===== src/rtl/debouncer_defs.sv =====
`default_nettype none
// ============================================================================
// debouncer_defs: shared state encoding and defaults for the button debouncer
// Revision: 1.0
// ============================================================================
package debouncer_defs;

  typedef enum logic [1:0] {
    REPOSO      = 2'b00,
    ESPERA_ALTO = 2'b01,
    PRESIONADO  = 2'b10,
    ESPERA_BAJO = 2'b11
  } estado_t;

  localparam int CICLOS_ESTABLES_DEF = 1000000;
  localparam int PROF_SYNC           = 2;

endpackage
`default_nettype wire


===== src/rtl/debouncer_un_boton.sv =====
`default_nettype none
// ============================================================================
// debouncer_un_boton: synchroniser, debounce FSM and one-shot for one button
// Revision: 1.0
// ============================================================================
module debouncer_un_boton
  import debouncer_defs::*;
#(
  parameter int CICLOS_ESTABLES = CICLOS_ESTABLES_DEF
) (
  input  logic i_clock,
  input  logic i_reset,
  input  logic i_boton,
  output logic o_pulso,
  output logic o_nivel
);

  localparam int ANCHO_CONTADOR = $clog2(CICLOS_ESTABLES);
  localparam logic [ANCHO_CONTADOR-1:0] CUENTA_FINAL = ANCHO_CONTADOR'(CICLOS_ESTABLES - 1);
  localparam logic [ANCHO_CONTADOR-1:0] UNO          = ANCHO_CONTADOR'(1);

  logic [PROF_SYNC-1:0]      sync;
  logic                      s;
  estado_t                   estado;
  logic [ANCHO_CONTADOR-1:0] contador;

  always_ff @(posedge i_clock) begin
    if (i_reset) begin
      sync <= '0;
    end else begin
      sync <= {sync[PROF_SYNC-2:0], i_boton};
    end
  end

  assign s = sync[PROF_SYNC-1];

  // Level only moves on the accepting transitions, so it is 1 exactly in
  // PRESIONADO and ESPERA_BAJO.
  always_ff @(posedge i_clock) begin
    if (i_reset) begin
      estado   <= REPOSO;
      contador <= '0;
      o_pulso  <= 1'b0;
      o_nivel  <= 1'b0;
    end else begin
      o_pulso <= 1'b0;
      case (estado)
        REPOSO: begin
          if (s) begin
            estado   <= ESPERA_ALTO;
            contador <= '0;
          end
        end
        ESPERA_ALTO: begin
          if (!s) begin
            estado   <= REPOSO;
            contador <= '0;
          end else if (contador == CUENTA_FINAL) begin
            estado   <= PRESIONADO;
            contador <= '0;
            o_pulso  <= 1'b1;
            o_nivel  <= 1'b1;
          end else begin
            contador <= contador + UNO;
          end
        end
        PRESIONADO: begin
          if (!s) begin
            estado   <= ESPERA_BAJO;
            contador <= '0;
          end
        end
        ESPERA_BAJO: begin
          if (s) begin
            estado   <= PRESIONADO;
            contador <= '0;
          end else if (contador == CUENTA_FINAL) begin
            estado   <= REPOSO;
            contador <= '0;
            o_nivel  <= 1'b0;
          end else begin
            contador <= contador + UNO;
          end
        end
        default: begin
          estado   <= REPOSO;
          contador <= '0;
          o_nivel  <= 1'b0;
        end
      endcase
    end
  end

endmodule
`default_nettype wire


===== src/rtl/debouncer_botones.sv =====
`default_nettype none
// ============================================================================
// debouncer_botones: independent debounce and press pulse for each button
// Revision: 1.0
// ============================================================================
module debouncer_botones
  import debouncer_defs::*;
#(
  parameter int CANT_BOTONES    = 4,
  parameter int CICLOS_ESTABLES = CICLOS_ESTABLES_DEF
) (
  input  logic                    i_clock,
  input  logic                    i_reset,
  input  logic [CANT_BOTONES-1:0] i_botones,
  output logic [CANT_BOTONES-1:0] o_pulsos,
  output logic [CANT_BOTONES-1:0] o_niveles
);

  for (genvar i = 0; i < CANT_BOTONES; i++) begin : g_boton
    debouncer_un_boton #(
      .CICLOS_ESTABLES(CICLOS_ESTABLES)
    ) u_boton (
      .i_clock (i_clock),
      .i_reset (i_reset),
      .i_boton (i_botones[i]),
      .o_pulso (o_pulsos[i]),
      .o_nivel (o_niveles[i])
    );
  end

endmodule
`default_nettype wire


===== config.mk =====
export PLATFORM = sky130hd
export DESIGN_NAME = debouncer_botones
export DESIGN_NICKNAME = d
export VERILOG_FILES = /design/src/rtl/debouncer_defs.sv /design/src/rtl/debouncer_un_boton.sv /design/src/rtl/debouncer_botones.sv
export SDC_FILE = /design/constraint.sdc
export NUM_CORES = 1
export LEC_CHECK = 0
export ABC_CLOCK_PERIOD_IN_PS = 3600
export BUFFER_PORTS_ARGS = -buffer_cell sky130_fd_sc_hd__buf_2
export CORE_ASPECT_RATIO = 1.1
export CORE_MARGIN = 2
export CORE_UTILIZATION = 60
export CTS_BUF_LIST = sky130_fd_sc_hd__clkbuf_8
export DETAILED_ROUTE_END_ITERATION = 6
export PLACE_DENSITY = 0.8
export SYNTH_ARGS = -nofsm -noshare
export SYNTH_HDL_FRONTEND = slang
export SYNTH_SLANG_ARGS = --single-unit

===== constraint.sdc =====
create_clock -name i_clock -period 3.6 [get_ports i_clock]
set_clock_uncertainty 0.15 [all_clocks]
set_input_delay 0.72 -clock i_clock [delete_from_list [all_inputs] [get_ports i_clock]]
set_output_delay 0.72 -clock i_clock [all_outputs]
set_load 0.02 [all_outputs]

======== Yosys cells after proc, flatten, opt, wreduce, memory -nomap -nowiden ========
Cells that the tools add are included.
word-level totals
  register bits after elaboration ......... 104
operators by class
  add/subtract/negate cells ............... 4
  equal/unequal tests ..................... 48
  mux-type cells .......................... 76
  bitwise logic cells ..................... 8
  reductions and logical operators ........ 24
operators with widths
  cell                   number
  $mux 20                20
  $pmux 20 s4            4
  $add 20x1->20 const B  4
  $eq 20x20->1 const B   4
  $mux 2                 24
  $ne 2x1->1 const B     16
  $pmux 2 s4             4
  $mux 1                 20
  $reduce_and 5->1       4
  $eq 2x2->1 const B     8
  $ne 2x2->1 const B     8
  $reduce_and 4->1       4
  $ne 3x1->1 const B     4
  $ne 3x3->1 const B     4
  $reduce_or 3->1        4
  $eq 2x1->1 const B     4
  $logic_not 2->1        4
  $not 1->1              8
  $pmux 1 s2             4
  $reduce_and 2->1       4
  $reduce_bool 2->1      4

======== Longest topological paths before layout ========
  depth in word-level cells ............... 4
  gate-level depth with buffers ........... 9

======== Hierarchy ========
Synthesis repeated with hierarchy kept, for this count alone.
second synthesis, totals
  cells, all modules ...................... 651
  area, all modules ....................... 5431.5 µm²
modules (own cells, without submodules)
  module                                        times used  cells each  area each (µm²)  sequential area each (µm²)
  debouncer_un_boton at g_boton[0].u_boton ...  3           163         1360.1           520.5
  debouncer_un_boton at g_boton[3].u_boton      1           162         1351.3           520.5

======== Worst setup path before layout ========
Ideal clock, no wire load.
  path kind ............................... flip-flop to flip-flop
  from .................................... reg g_boton[0].u_boton.contador[0]
  to ...................................... reg g_boton[0].u_boton.contador[10]
  library setup time ...................... 0.079 ns
  arrival ................................. 1.888 ns
  data required time ...................... 3.371 ns
  setup slack ............................. 1.482 ns
  stages on the path, launching flop included .. 10
  cell sequence ........................... dfxtp_1 > ha_1 > and4_1 > buf_2 > and4_1 > a211oi_1 > buf_2 > buf_4 > o21ai_0 > a22oi_1
on the way
  longest elaborated chain between the ends .. 4
  elaborated cells on any way between the ends .. 6
  those cells by class .................... 1 x add/sub; 1 x eq/ne; 4 x mux
ends and longest elaborated chain
  item                                                  RTL line                                            source
  start: declaration                                    debouncer_un_boton.sv:25                            logic [ANCHO_CONTADOR-1:0] contador;
  start signal: assignment                              debouncer_un_boton.sv:64                            contador <= contador + UNO;
  start signal: assignment                              debouncer_un_boton.sv:82                            contador <= contador + UNO;
  $add 20x1->20 / $eq 20x20->1 (equally long branches)  --
  $mux 20 (*)                                           debouncer_un_boton.sv:58, debouncer_un_boton.sv:77
  $mux 20 (on tied branches)                            debouncer_un_boton.sv:74, debouncer_un_boton.sv:55
  $pmux 20 s4 (*)                                       debouncer_un_boton.sv:47                            case (estado)
Every way passes the cells marked *; elsewhere a longest branch is shown, timed or not.
A chain may end at the register's enable or synchronous reset.

======== Final worst setup path ========
  from .................................... reg g_boton[1].u_boton.contador[0]
  to ...................................... reg g_boton[1].u_boton.contador[18]
on the way
  longest elaborated chain between the ends .. 4
  elaborated cells on any way between the ends .. 6
  those cells by class .................... 1 x add/sub; 1 x eq/ne; 4 x mux
ends and longest elaborated chain
  item                                                  RTL line
  start: declaration                                    debouncer_un_boton.sv:25
  start signal: assignment                              debouncer_un_boton.sv:64
  start signal: assignment                              debouncer_un_boton.sv:82
  $add 20x1->20 / $eq 20x20->1 (equally long branches)  --
  $mux 20 (*)                                           debouncer_un_boton.sv:58, debouncer_un_boton.sv:77
  $mux 20 (on tied branches)                            debouncer_un_boton.sv:74, debouncer_un_boton.sv:55
  $pmux 20 s4 (*)                                       debouncer_un_boton.sv:47
Marked as above.

==> impl_results.md <==
- Synth Instances: 597
- Post-synthesis net count: 607
- Horizontal die dimension: 92.5 um
- Number of clock buffers inserted by TritonCTS: 9
- Core Area: 8360 sq um
- TritonCTS sink count: 104
- End-of-flow core utilization: 65.4%
- Cell area after placement: 5250 sq um
- Final worst path period share: 65.6%
- Non-Filler Cell Area, Final: 5470 sq um
- Largest stage delay, worst path: 750 ps
- First-pass GRT wire length: 17.5 mm
- Placement row count: 35
- Synthesis-to-finish area growth: 5.88%
- Number of global-route vias before repair: 3982
- Critical Path Slowest Stage Cell: nor4_1
- Async set-reset flop share out of synthesis: 0%
- Die boundary height: 101 um
- Post-detailed-placement half-perimeter wirelength: 7.12 mm
- Max clock buf depth: 2
- Final routed wire length divided by cell count: 14.4 um
- Pwr/cell area: 375 nW/um^2
- Average cell area after synthesis: 8.66 sq um
- Buffer type at the clock tree root: clkbuf_8
- Data arrival at the endpoint of the critical path: 2470 ps
- End of the worst hold path: g_boton[2].u_boton.sync[1]$_SDFF_PP0_
- Transition time at the pin with the least slew margin: 814 ps
- Setup WS pre-CTS: 1130 ps
- Setup TNS: 0 ps
- Total overflow reported by the global router: 0
- Number of max-slew violations in the final report: 0
- Worst reg-to-reg path cell count: 6
- Fraction of layout cells with a size suffix above 1: 9.14%
- Placed Instances: 697
- PortBufs: 13
- Setup Fix Bufs, Post-CTS: 0
- Inserted Diodes: 0
- Hold depth: 1
- Unrepaired setup endpoints after global routing: false
- Antenna Nets Post-Route: 0
- Number of non-filler instances in the completed layout: 713
- Tot GR Track Use: 22.5%
- I/O pin total: 14
- CTS tree: yes
- Wire length reported by the detailed router: 10.3 mm
- R2r endpoint: g_boton[1].u_boton.contador[18]$_SDFFE_PP0P_
- Maximum number of pins on one net before global-route repair: 34
- Cells along the critical path: ha_1 > nand2_1 > nor4_1 > nand4_1 > xnor2_1 > a22o_1
- Critical path endpoint category: flop
- Effective utilization at floorplan: 61.8%
- Yosys synthesis warning count: 0
- First-pass iteration count of the detailed router: 4
- Worst-path fanout max: 5
- Max frequency: 423 MHz
- Startpoint of the lowest-slack hold path: g_boton[2].u_boton.sync[0]$_SDFF_PP0_
- Number of gates resized after cts: 0
- Commonest non-fill, non-tap cell in the layout: dfxtp_1
- Most used DFF post-synth: dfxtp_1
- DIE AREA: 9380 sq um
- Crit path launch type: flop
- Max transition margin: 45.2%
- Worst voltage drop across the vdd grid: 0.212 mV
- Synthesized flop and latch total: 104
- Area of the mapped netlist: 5170 sq um
- Clock transition time at the flip-flop clock pins of the worst setup and hold paths: 90 ps
- Remaining routing DRC violations: 0
- Drt first-iter violations: 175
- Clk_lat worst skew: 360 ps
- Min-Delay Path Class: flop to flop
- Commonest non-fill, non-tap cells in the layout: dfxtp_1 (104), nand2_1 (54), nor2_1 (53)
- Cell variety after synth: 63
- Count of vias placed by the detailed router: 4371
- Worst reg2reg path startpoint: g_boton[1].u_boton.contador[0]$_SDFFE_PP0P_
- Setup Crit Path Kind: flop to flop
- H-tree levels: 3
- EDFF count, synth: 0
- Worst setup slack for register-to-register paths: 1240 ps
- Vias per std cell: 6.13
- Number of buffers inserted by hold repair at cts: 0
- Final period demand of the worst path: 2360 ps
- Antenna violations before repair: 0
- Total leakage power: 1.87 nW
- Hold Vio Cnt, Final: 0
- Routability Congestion: 0.815
- CP required: 3710 ps
- Final number of setup-violating endpoints: 0
- Max-cap violation count: 0
- Status: finished, final reports clean
- Fraction of the yosys area taken by sequential cells: 40.3%
- Minimum setup slack in the final design: 1240 ps
- Nets: 607
-- cell usage after synthesis (11+ instances only) --
library cell  number  share of area (%)
a31oi_1           24                2.9
nor3_1            17                1.6
buf_4             11                1.6
o21ai_0           17                1.6
mux2i_1           19                3.7
nand2_1           54                3.9
nand4_1           27                3.3
dfxtp_1          104                 40
xnor2_1           17                2.9
nor2_1            53                3.8
a21oi_1           41                4.0
nand3_1           39                3.8
inv_1             15                1.1
a22o_1            17                2.9
-- report_power, final --
group	leakage (nW)	switching, mW	internal (mW)
clock	0.110	0.390	0.407
sequential	0.840	0.0106	1.16
combinational	0.918	0.0559	0.0280
-- sequential cells by signal, indices dropped and copies added (netlist names), named ones only --
name / cells
g_boton.u_boton.o_nivel: 4
g_boton.u_boton.contador: 80
g_boton.u_boton.estado: 4
g_boton.u_boton.o_pulso: 4
g_boton.u_boton.sync: 8
-- area by class of cell --
cell class / count / area, sq um
inverter: 16 / 60.1
tap: 111 / 139
multi-input combinational: 445 / 2850
sequential: 104 / 2080
fill: 712 / 2890
timing repair buffer: 21 / 125
clock inverter: 6 / 83.8
clock buffer: 10 / 138
-- routing by layer --
layer | wire length, um | vias up | global-route usage, %
li1 | - | 2194 | -
met1 | 4790 | 2053 | 28.9
met2 | 4920 | 110 | 37.6
met3 | 422 | 14 | 4.02
met4 | 150 | 0 | 9.76
met5 | 0 | - | 0
-- critical path: cells and delay by family (launching register included) --
| kind | cells | cell delay [ps] |
|---|---|---|
| AND/OR/NAND/NOR | 3 | 1130 |
| flip-flops | 1 | 400 |
| adder cells (fa/ha/maj) | 1 | 220 |
| AO/OA/AOI/OAI | 1 | 200 |
| XOR/XNOR | 1 | 170 |
-- through the flow --
stage	power, mW	hold slack [ps]
final	2.05	292
after global routing	2.12	322
after CTS	2.06	294
after detailed placement	1.28	274
after global placement	1.28	273
after floorplan	1.26	264
-- logic make-up (layout without fill, tap and decap cells) --
| group | Yosys count | in the layout | share of synthesized area [%] |
|---|---|---|---|
| and+or+nand+nor | 262 | 262 | 28.7 |
| DFF | 104 | 104 | 40.3 |
| adders and majority gates | 4 | 4 | 0.968 |
| AOI/OAI and AO/OA | 132 | 132 | 16.7 |
| buffers and inverters | 48 | 53 | 4.77 |
| xor gates and xnor gates | 28 | 28 | 4.89 |
| muxes | 19 | 19 | 3.68 |
-- worst max path at each step --
| stage | from | end | slack (ps) | depth (start not counted) |
|---|---|---|---|---|
| after detailed placement | i_reset | g_boton[1].u_boton.contador[9]$_SDFFE_PP0P_ | 1130 | 5 |
| after floorplan | g_boton[0].u_boton.contador[0]$_SDFFE_PP0P_ | g_boton[0].u_boton.contador[10]$_SDFFE_PP0P_ | 1480 | 9 |
| after global placement | i_reset | g_boton[1].u_boton.contador[9]$_SDFFE_PP0P_ | 1220 | 5 |
| final | g_boton[1].u_boton.contador[0]$_SDFFE_PP0P_ | g_boton[1].u_boton.contador[18]$_SDFFE_PP0P_ | 1240 | 6 |
| after CTS | g_boton[1].u_boton.contador[0]$_SDFFE_PP0P_ | g_boton[1].u_boton.contador[18]$_SDFFE_PP0P_ | 1230 | 6 |
| after global routing | g_boton[1].u_boton.sync[1]$_SDFF_PP0_ | g_boton[1].u_boton.contador[15]$_SDFFE_PP0P_ | 1040 | 6 |
(Power assumes the default switching activity.)
